`config.mk`:
```
export PLATFORM = sky130hd
export DESIGN_NAME = div_unit
export DESIGN_NICKNAME = d
export VERILOG_FILES = /design/src/rtl/div_unit.sv
export SDC_FILE = /design/constraint.sdc
export NUM_CORES = 1
export LEC_CHECK = 0
export ABC_AREA = 1
export BUFFER_PORTS_ARGS = -buffer_cell sky130_fd_sc_hd__clkbuf_2
export CAP_MARGIN = 5
export CORE_MARGIN = 10
export CORE_UTILIZATION = 50
export DETAILED_ROUTE_END_ITERATION = 8
export GPL_ROUTABILITY_DRIVEN = 0
export PLACE_DENSITY = 0.69
export SYNTH_ARGS = -nofsm -noshare
export SYNTH_HDL_FRONTEND = slang
export SYNTH_SLANG_ARGS = --single-unit
```
`constraint.sdc`:
```
create_clock -name clk_i -period 10.8 [get_ports clk_i]
set_input_delay 0.54 -clock clk_i [delete_from_list [all_inputs] [get_ports clk_i]]
set_output_delay 0.54 -clock clk_i [all_outputs]
set_load 0.05 [all_outputs]
```
`src/rtl/div_unit.sv`:
```
`default_nettype none
// ============================================================================
// Module      : div_unit
// Description : Iterative radix-2 restoring divider for the RV32M divide
//               group (DIV, DIVU, REM, REMU). A request is taken on a
//               valid/ready port, one quotient bit is produced per cycle, and
//               the sign-corrected result is returned on a valid/ready
//               response port. RISC-V divide-by-zero and signed-overflow
//               results are produced without trapping.
// Ports       : clk_i, rst_i (async, active-high)
//               valid_i / ready_o                 request handshake
//               op_i, dividend_i, divisor_i       request payload
//               flush_i                           kill in-flight operation
//               valid_o / ready_i                 response handshake
//               result_o                          quotient or remainder
//               busy_o                            high in CALC or DONE
// Options     : DIV_SPECIAL_FAST_EN - when defined, divide by zero, signed
//               overflow and |divisor| > |dividend| bypass the iterations
//               (result after one cycle). Results are identical either way.
// Revision    : 1.0 - initial release
// ============================================================================
module div_unit #(
    parameter int XLEN = 32
) (
    input  logic            clk_i,
    input  logic            rst_i,
    input  logic            valid_i,
    output logic            ready_o,
    input  logic [1:0]      op_i,
    input  logic [XLEN-1:0] dividend_i,
    input  logic [XLEN-1:0] divisor_i,
    input  logic            flush_i,
    output logic            valid_o,
    input  logic            ready_i,
    output logic [XLEN-1:0] result_o,
    output logic            busy_o
);

    localparam int CNT_W = $clog2(XLEN + 1);

    typedef enum logic [1:0] {
        IDLE = 2'd0,
        CALC = 2'd1,
        DONE = 2'd2
    } state_t;

    state_t            state;
    state_t            state_next;

    logic [XLEN-1:0]   quo;
    logic [XLEN-1:0]   rem;
    logic [XLEN-1:0]   dvsr;
    logic [XLEN-1:0]   result;
    logic [CNT_W-1:0]  cnt;
    logic              rem_sel;     // latched op_i[1]: 1 selects remainder
    logic              neg_q;
    logic              neg_r;
    logic              div_zero;

    // ------------------------------------------------------------------
    // Request decode
    // ------------------------------------------------------------------
    logic              accept;
    logic              is_signed;
    logic [XLEN-1:0]   dividend_mag;
    logic [XLEN-1:0]   divisor_mag;
    logic              divisor_zero;
    logic [XLEN-1:0]   quo_load;
    logic [XLEN-1:0]   rem_load;
    logic [CNT_W-1:0]  cnt_load;

    // A flush in IDLE suppresses a simultaneous request.
    assign accept       = valid_i && (state == IDLE) && !flush_i;
    assign is_signed    = ~op_i[0];
    assign dividend_mag = (is_signed && dividend_i[XLEN-1]) ? -dividend_i : dividend_i;
    assign divisor_mag  = (is_signed && divisor_i[XLEN-1])  ? -divisor_i  : divisor_i;
    assign divisor_zero = (divisor_i == '0);

`ifdef DIV_SPECIAL_FAST_EN
    logic signed_ovf;
    assign signed_ovf = is_signed && (dividend_i == {1'b1, {(XLEN-1){1'b0}}})
                        && (divisor_i == '1);

    // Short-circuit cases preload the final magnitudes and zero iterations,
    // so CALC falls through to DONE on the next edge.
    always_comb begin
        quo_load = dividend_mag;
        rem_load = '0;
        cnt_load = CNT_W'(XLEN);
        if (divisor_zero) begin
            quo_load = '1;
            rem_load = dividend_mag;
            cnt_load = '0;
        end else if (signed_ovf) begin
            // |MIN| / 1: quotient magnitude is the dividend, remainder 0.
            quo_load = dividend_mag;
            rem_load = '0;
            cnt_load = '0;
        end else if (divisor_mag > dividend_mag) begin
            quo_load = '0;
            rem_load = dividend_mag;
            cnt_load = '0;
        end
    end
`else
    assign quo_load = dividend_mag;
    assign rem_load = '0;
    assign cnt_load = CNT_W'(XLEN);
`endif

    // ------------------------------------------------------------------
    // One restoring step: trial subtract on XLEN+1 bits so the borrow
    // shows up as the sign bit.
    // ------------------------------------------------------------------
    logic [XLEN:0]     rem_shift;
    logic [XLEN:0]     trial;
    logic              trial_ok;

    assign rem_shift = {rem, quo[XLEN-1]};
    assign trial     = rem_shift - {1'b0, dvsr};
    assign trial_ok  = ~trial[XLEN];

    // ------------------------------------------------------------------
    // Sign fix-up. Divide by zero must return all ones regardless of the
    // operand signs, so negation is masked there.
    // ------------------------------------------------------------------
    logic [XLEN-1:0]   quo_fix;
    logic [XLEN-1:0]   rem_fix;
    logic [XLEN-1:0]   result_fix;

    assign quo_fix    = div_zero ? '1 : (neg_q ? -quo : quo);
    assign rem_fix    = neg_r ? -rem : rem;
    assign result_fix = rem_sel ? rem_fix : quo_fix;

    // ------------------------------------------------------------------
    // State register
    // ------------------------------------------------------------------
    always_ff @(posedge clk_i or posedge rst_i) begin
        if (rst_i) begin
            state <= IDLE;
        end else begin
            state <= state_next;
        end
    end

    // ------------------------------------------------------------------
    // Next-state logic
    // ------------------------------------------------------------------
    always_comb begin
        state_next = state;
        case (state)
            IDLE: begin
                if (accept) begin
                    state_next = CALC;
                end
            end
            CALC: begin
                if (flush_i) begin
                    state_next = IDLE;
                end else if (cnt == '0) begin
                    state_next = DONE;
                end
            end
            DONE: begin
                // Flush wins over a concurrent handshake.
                if (flush_i || ready_i) begin
                    state_next = IDLE;
                end
            end
            default: begin
                state_next = IDLE;
            end
        endcase
    end

    // ------------------------------------------------------------------
    // Datapath
    // ------------------------------------------------------------------
    always_ff @(posedge clk_i or posedge rst_i) begin
        if (rst_i) begin
            quo      <= '0;
            rem      <= '0;
            dvsr     <= '0;
            result   <= '0;
            cnt      <= '0;
            rem_sel  <= 1'b0;
            neg_q    <= 1'b0;
            neg_r    <= 1'b0;
            div_zero <= 1'b0;
        end else begin
            if (accept) begin
                rem_sel  <= op_i[1];
                neg_q    <= is_signed && (dividend_i[XLEN-1] ^ divisor_i[XLEN-1]);
                neg_r    <= is_signed && dividend_i[XLEN-1];
                div_zero <= divisor_zero;
                dvsr     <= divisor_mag;
                quo      <= quo_load;
                rem      <= rem_load;
                cnt      <= cnt_load;
            end else if ((state == CALC) && !flush_i) begin
                if (cnt != '0) begin
                    if (trial_ok) begin
                        rem <= trial[XLEN-1:0];
                        quo <= {quo[XLEN-2:0], 1'b1};
                    end else begin
                        rem <= rem_shift[XLEN-1:0];
                        quo <= {quo[XLEN-2:0], 1'b0};
                    end
                    cnt <= cnt - CNT_W'(1);
                end else begin
                    // Entering DONE: register the corrected result.
                    result <= result_fix;
                end
            end
        end
    end

    assign ready_o  = (state == IDLE);
    assign valid_o  = (state == DONE);
    assign busy_o   = (state != IDLE);
    assign result_o = result;

endmodule
`default_nettype wire
```
=== Yosys cells after proc, flatten, opt, wreduce, memory -nomap -nowiden ===
Cells that the tools add are included.

* Add/sub/neg operators: 6
* Multiply operators: 0
* Divide/modulo/power cells: 0
* Order comparisons: 0
* Equal/unequal tests: 5
* Shifts and indexed selects: 0
* Mux-type cells: 22
* Bitwise operators: 4
* Reduce and logical (&&, ||, !) cells: 18

{| class="wikitable"
|+ Operators by type and width
! kind !! number
|-
| 32-bit two-way mux || 13
|-
| 32-bit negation || 4
|-
| 33-bit by 32-bit subtractor with 33-bit output || 1
|-
| 32-bit logical NOT || 1
|-
| 6-bit two-way mux || 3
|-
| 2-bit two-way mux || 4
|-
| 1-bit logical AND || 6
|-
| 6-bit logical NOT || 1
|-
| 2-bit one-hot mux with 3 select lines || 1
|-
| 3-bit AND reduction || 2
|-
| 2-bit nonzero test || 3
|-
| 6-bit nonzero test || 1
|-
| 6-bit by 1-bit subtractor with 6-bit output, second input constant || 1
|-
| 2-bit by 1-bit inequality test with 1-bit output, second input constant || 2
|-
| 3-bit inequality test, second input constant || 1
|-
| 1-bit inverter || 3
|-
| 2-bit by 1-bit == test with 1-bit output, second input constant || 1
|-
| 2-bit == test, second input constant || 1
|-
| 2-bit logical NOT || 1
|-
| 2-bit AND reduction || 1
|-
| 1-bit logical NOT || 1
|-
| 1-bit logical OR || 1
|-
| 1-bit two-way mux || 1
|-
| 1-bit XOR || 1
|}

* Register bits after elaboration: 140
* Latch bits: 0
* RAM bits: 0
* ROM bits: 0
* Logic and storage cells: 65
* Memories: 0

=== Logic depth before layout (Yosys ltp) ===
* Depth in word-level cells: 5
* Mapped depth: 18
* Mapped depth without buffers: 17

=== Worst setup path before layout ===
OpenSTA, ideal clock, no wires.

* Path kind: reg-to-reg
* Start: reg state[0]
* End: reg quo[25]
* Arrival time: 2.247 ns
* Data required time: 10.669 ns
* Setup slack: 8.422 ns
* Cell stages (with the launch flop): 9
* Path buffers: 1
* Clock period less this slack: 2.378 ns
* Cell sequence: dfrtp_1 -> nor2_1 -> nand3_1 -> inv_2 -> nor2_4 -> inv_2 -> buf_2 -> o22ai_1 -> o21bai_1

* Cells in the longest elaborated chain, start to end: 5
* Elaborated cells on any way between the ends: 9

{| class="wikitable"
|+ Ends and longest elaborated chain
! what !! line !! RTL
|-
| from (decl) || 47 || <nowiki>state_t state;</nowiki>
|-
| from (signal assigned) || 142 || <nowiki>state <= state_next;</nowiki>
|-
| 2-bit logical NOT * || -- ||
|-
| via ready_o || 28 || <nowiki>output logic ready_o,</nowiki>
|-
| 1-bit logical AND * (2 in series) || 73 || <nowiki>assign accept = valid_i && (state == IDLE) && !flush_i;</nowiki>
|-
| 2-bit nonzero test (no source line) || -- ||
|-
| 2-bit AND reduction (no source line) || -- ||
|-
| to (signal assigned) || 197 || <nowiki>quo <= quo_load;</nowiki>
|-
| to (signal assigned) || 204 || <nowiki>quo <= {quo[XLEN-2:0], 1'b1};</nowiki>
|-
| to (signal assigned) || 207 || <nowiki>quo <= {quo[XLEN-2:0], 1'b0};</nowiki>
|-
| to (decl) || 50 || <nowiki>logic [XLEN-1:0] quo;</nowiki>
|}

The timed path passes the listed nets; every way through them passes the cells marked *.
A chain may end at the register's enable or synchronous reset.

=== Worst setup path in the final report ===
* Start: reg cnt[0]
* End: reg quo[29]

* Cells in the longest elaborated chain, start to end: 3

{| class="wikitable"
|+ Ends and longest elaborated chain
! what !! line !! RTL
|-
| from (decl) || 54 || <nowiki>logic [CNT_W-1:0] cnt;</nowiki>
|-
| from (signal assigned) || 199 || <nowiki>cnt <= cnt_load;</nowiki>
|-
| from (signal assigned) || 209 || <nowiki>cnt <= cnt - CNT_W'(1);</nowiki>
|-
| 6-bit nonzero test || 201 || <nowiki>if (cnt != '0) begin</nowiki>
|-
| 2-bit nonzero test (no source line) || -- ||
|-
| 2-bit AND reduction (no source line) || -- ||
|}

Every way passes these cells.

==> flow_metrics.tcl <==
set metrics [dict create \
    outcome "finished clean" \
    met1_usage_pct 36.1 \
    diodes 0 \
    clk_pin_slew_ns 0.07 \
    area_delta_synth_final_pct 10.7 \
    crit_end "quo[29]" \
    wl_per_cell_um 16.7 \
    peakVddDrop_v 0.000159 \
    r2r_end "quo[29]" \
    grtUsageMet3_pct 3.37 \
    final_cell_count_no_fill 2518 \
    clkLatencyLatePin_ns 0.44 \
    place_area_um2 13400 \
    crit_chain "inv_1 -> ha_1 -> nand3_1 -> nand2_1 -> buf_4 -> inv_2 -> nor2_4 -> buf_4 -> inv_2 -> o22ai_1 -> o21bai_1" \
    slew_violations 0 \
    power_frac_clock_pct 18.9 \
    fin_crit_ns 2.91 \
    synth_area_per_cell_um2 6.04 \
    die_h_um 179 \
    rsz0062_at_grt "false" \
    period_share_pct 26.9 \
    relSlewSlack_pct 29.8 \
    hold_violations 0 \
    p_seq_share_pct 25.0 \
    max_stage_delay_ns 0.43 \
    cts_resized 0 \
    cts.sinks 140 \
    cellLeakagePower_nw 7.81 \
    worstSetupEndpointType "flip-flop" \
    ys_seq_area_share_pct 27.6 \
    worstPathArrival_ns 3.26 \
    htreeDepth 4 \
    synth_fp_nets 2212 \
    synth_edf_count 0 \
    post_cts_buffers 0 \
    cts-root-buf "clkbuf_16" \
    fin_tns_setup_ns 0 \
    first_iter_violations 1312 \
    yosysTopAreaCell "dfrtp_1" \
    wl_um 42000 \
    crit-reg2reg-launch "cnt[0]" \
    via_count 13836 \
    grt_overflow 0 \
    worst_setup_path_start_kind "flip-flop" \
    core_area_um2 25100 \
    ant_nets 0 \
    port_buffers 105 \
    tightest_slew_ns 1.05 \
    tritoncts "done" \
    p_total_mw 3.37 \
    setup.worst_path.start "cnt[0]" \
    initial_utilization_pct 50.6 \
    finalSetupViolations 0 \
    yosysWarnings 0 \
    grt_pass1_vias 12523 \
    clock_path_buffers 2 \
    use_met2_pct 40.5 \
    dp_hpwl_um 32900 \
    p_sw_mw 1.75 \
    rrSetupSlack_ns 7.89 \
    io_pins 106 \
    power_density_nw_per_um2 239 \
    hold_buffers 0 \
    worstPathMaxFanout 44 \
    grt-busiest-layer "met2" \
    cap_violations 0 \
    p_int_mw 1.62 \
    synth_top_area_share_pct 27.6 \
    reg2reg_depth 11 \
    track_usage_pct 25.8 \
    skew_ns 0.0112 \
    cts_made_buffers 17 \
    power.share.switching_pct 52.0 \
    timing.fmax_ghz 0.344 \
    dominantRegCellSynth "dfrtp_1" \
    mappedNetlistArea_um2 12700 \
    die_x_um 179 \
    synthCells 2102 \
    cp_slowest_cell "buf_4" \
    nNetsFinal 2285 \
    async_flop_share_pct 100 \
    rows 58 \
    dp.cells 2486 \
    drc 0 \
    antenna_found_initial 0 \
    combPwrFrac_pct 56.1 \
    finish.instance_area_um2 14100 \
    min-delay-path-class "in2async" \
    firstDrtPassIters 8 \
    grt_pass1_wl_um 66400 \
    drive_gt1_share_pct 10.7 \
    via_per_inst 5.49 \
    yosys.cell_types.count 43 \
    dieArea_um2 32200 \
    required_ns 11.15 \
    critical_path_class "reg2reg" \
    synth.top_cells.by_area "dfrtp_1 (28%), nand2_1 (19%), nand3_1 (11%)" \
    ys_seq_elements 140 \
    grt_max_degree 76 \
]
[stage by stage]
stage	worst slack [ns]	hold slack [ns]	util [%]
after floorplan	6.51	0.447	-
after global placement	7.85	0.466	53.5
after detailed placement	7.83	0.469	53.5
after CTS	7.90	0.247	56.0
after global routing	7.61	0.270	56.0
final	7.89	0.213	56.0
[registers in the layout, summed over array words and instances (netlist names)]
signal	count
cnt	6
div_zero	1
dvsr	32
neg_q	1
neg_r	1
quo	32
rem	32
rem_sel	1
result_o	32
state	2
[power groups by stage]
stage | clock network (mW) | registers (mW) | logic [mW]
final | 0.638 | 0.840 | 1.89
after global routing | 0.665 | 0.859 | 2.09
after CTS | 0.638 | 0.835 | 1.86
after detailed placement | 0 | 0.842 | 1.84
after global placement | 0 | 0.838 | 1.82
after floorplan | 0 | 0.965 | 1.23
[critical path: cells and delay by family, from the launching register on]
kind,cells,cell delay [ns]
buffers and inverters,5,1.49
AO/OA/AOI/OAI,2,0.31
AND/OR/NAND/NOR,3,0.46
adder cells (fa/ha/maj),1,0.15
flip-flops,1,0.40
[cells by family after synthesis]
group | Yosys count | synth area share, %
compound gates | 254 | 11.7
simple gates | 1241 | 42.5
flops | 140 | 27.6
fa+ha+maj | 39 | 3.90
buf+inv | 398 | 12.2
xor+xnor | 30 | 2.07
[synth_stat cells (4+ instances only)]
master    count
xnor2_1       8
xor2_1       22
nand4_1      26
nor3_1       23
or2_2         5
a21oi_1      65
o21ai_0     103
ha_1         38
nand3b_1     17
o22ai_1      13
nor2_1      189
nand3_2       6
nor4_1        4
o211ai_1     11
dfrtp_1     140
clkbuf_1     41
o21ai_1       5
a31oi_1      11
nand3_1     269
nor2_2        5
o221ai_1     16
and2_1        4
inv_1       317
nand2_2      33
nand2_1     649
buf_2        13
nand2_4       7
o21bai_1     10
o31ai_1       7
inv_2        19
[final cells by class]
class / count / area [µm²]
flip-flops and latches: 140 / 3500
multi-input cells: 1564 / 7650
well taps: 330 / 413
inverters: 336 / 1270
clock inverters: 13 / 178
clock buffers: 19 / 443
fillers: 2538 / 11000
repair buffers: 116 / 608
[cells in the final DEF (no fill, tap or decap), types with 5 or more instances in the layout]
| master | n |
|---|---|
| o21bai_1 | 10 |
| nand4_1 | 26 |
| nor2_1 | 187 |
| xnor2_1 | 8 |
| o221ai_1 | 16 |
| ha_1 | 38 |
| o211ai_1 | 11 |
| nand3b_1 | 17 |
| nand2_4 | 7 |
| clkbuf_2 | 105 |
| nor2_2 | 7 |
| a21oi_1 | 65 |
| nand2_1 | 649 |
| inv_1 | 316 |
| o21ai_1 | 5 |
| or2_2 | 5 |
| o31ai_1 | 7 |
| xor2_1 | 22 |
| o21ai_0 | 103 |
| inv_2 | 19 |
| clkbuf_16 | 17 |
| nand2_2 | 33 |
| nor3_1 | 23 |
| o22ai_1 | 13 |
| dfrtp_1 | 140 |
| buf_4 | 11 |
| inv_6 | 7 |
| a31oi_1 | 11 |
| nand3_1 | 268 |
| nand3_2 | 7 |
[layer usage]
metal / vias to the layer above / routed length, µm
met5: - / 0
met4: 0 / 1160
met3: 66 / 2680
met2: 525 / 19000
met1: 6360 / 19100
li1: 6885 / -
[worst min path at each step]
stage | start | endpoint | slack, ns
finish | rst_i | result_o[19] | 0.21
global route | rst_i | result_o[19] | 0.27
CTS | rst_i | result_o[20] | 0.25
detailed placement | result_o[17] | result_o[17] | 0.47
global placement | result_o[19] | result_o[19] | 0.47
floorplan | cnt[3] | cnt[3] | 0.45
Note: power is estimated with default switching activity, not from simulation.
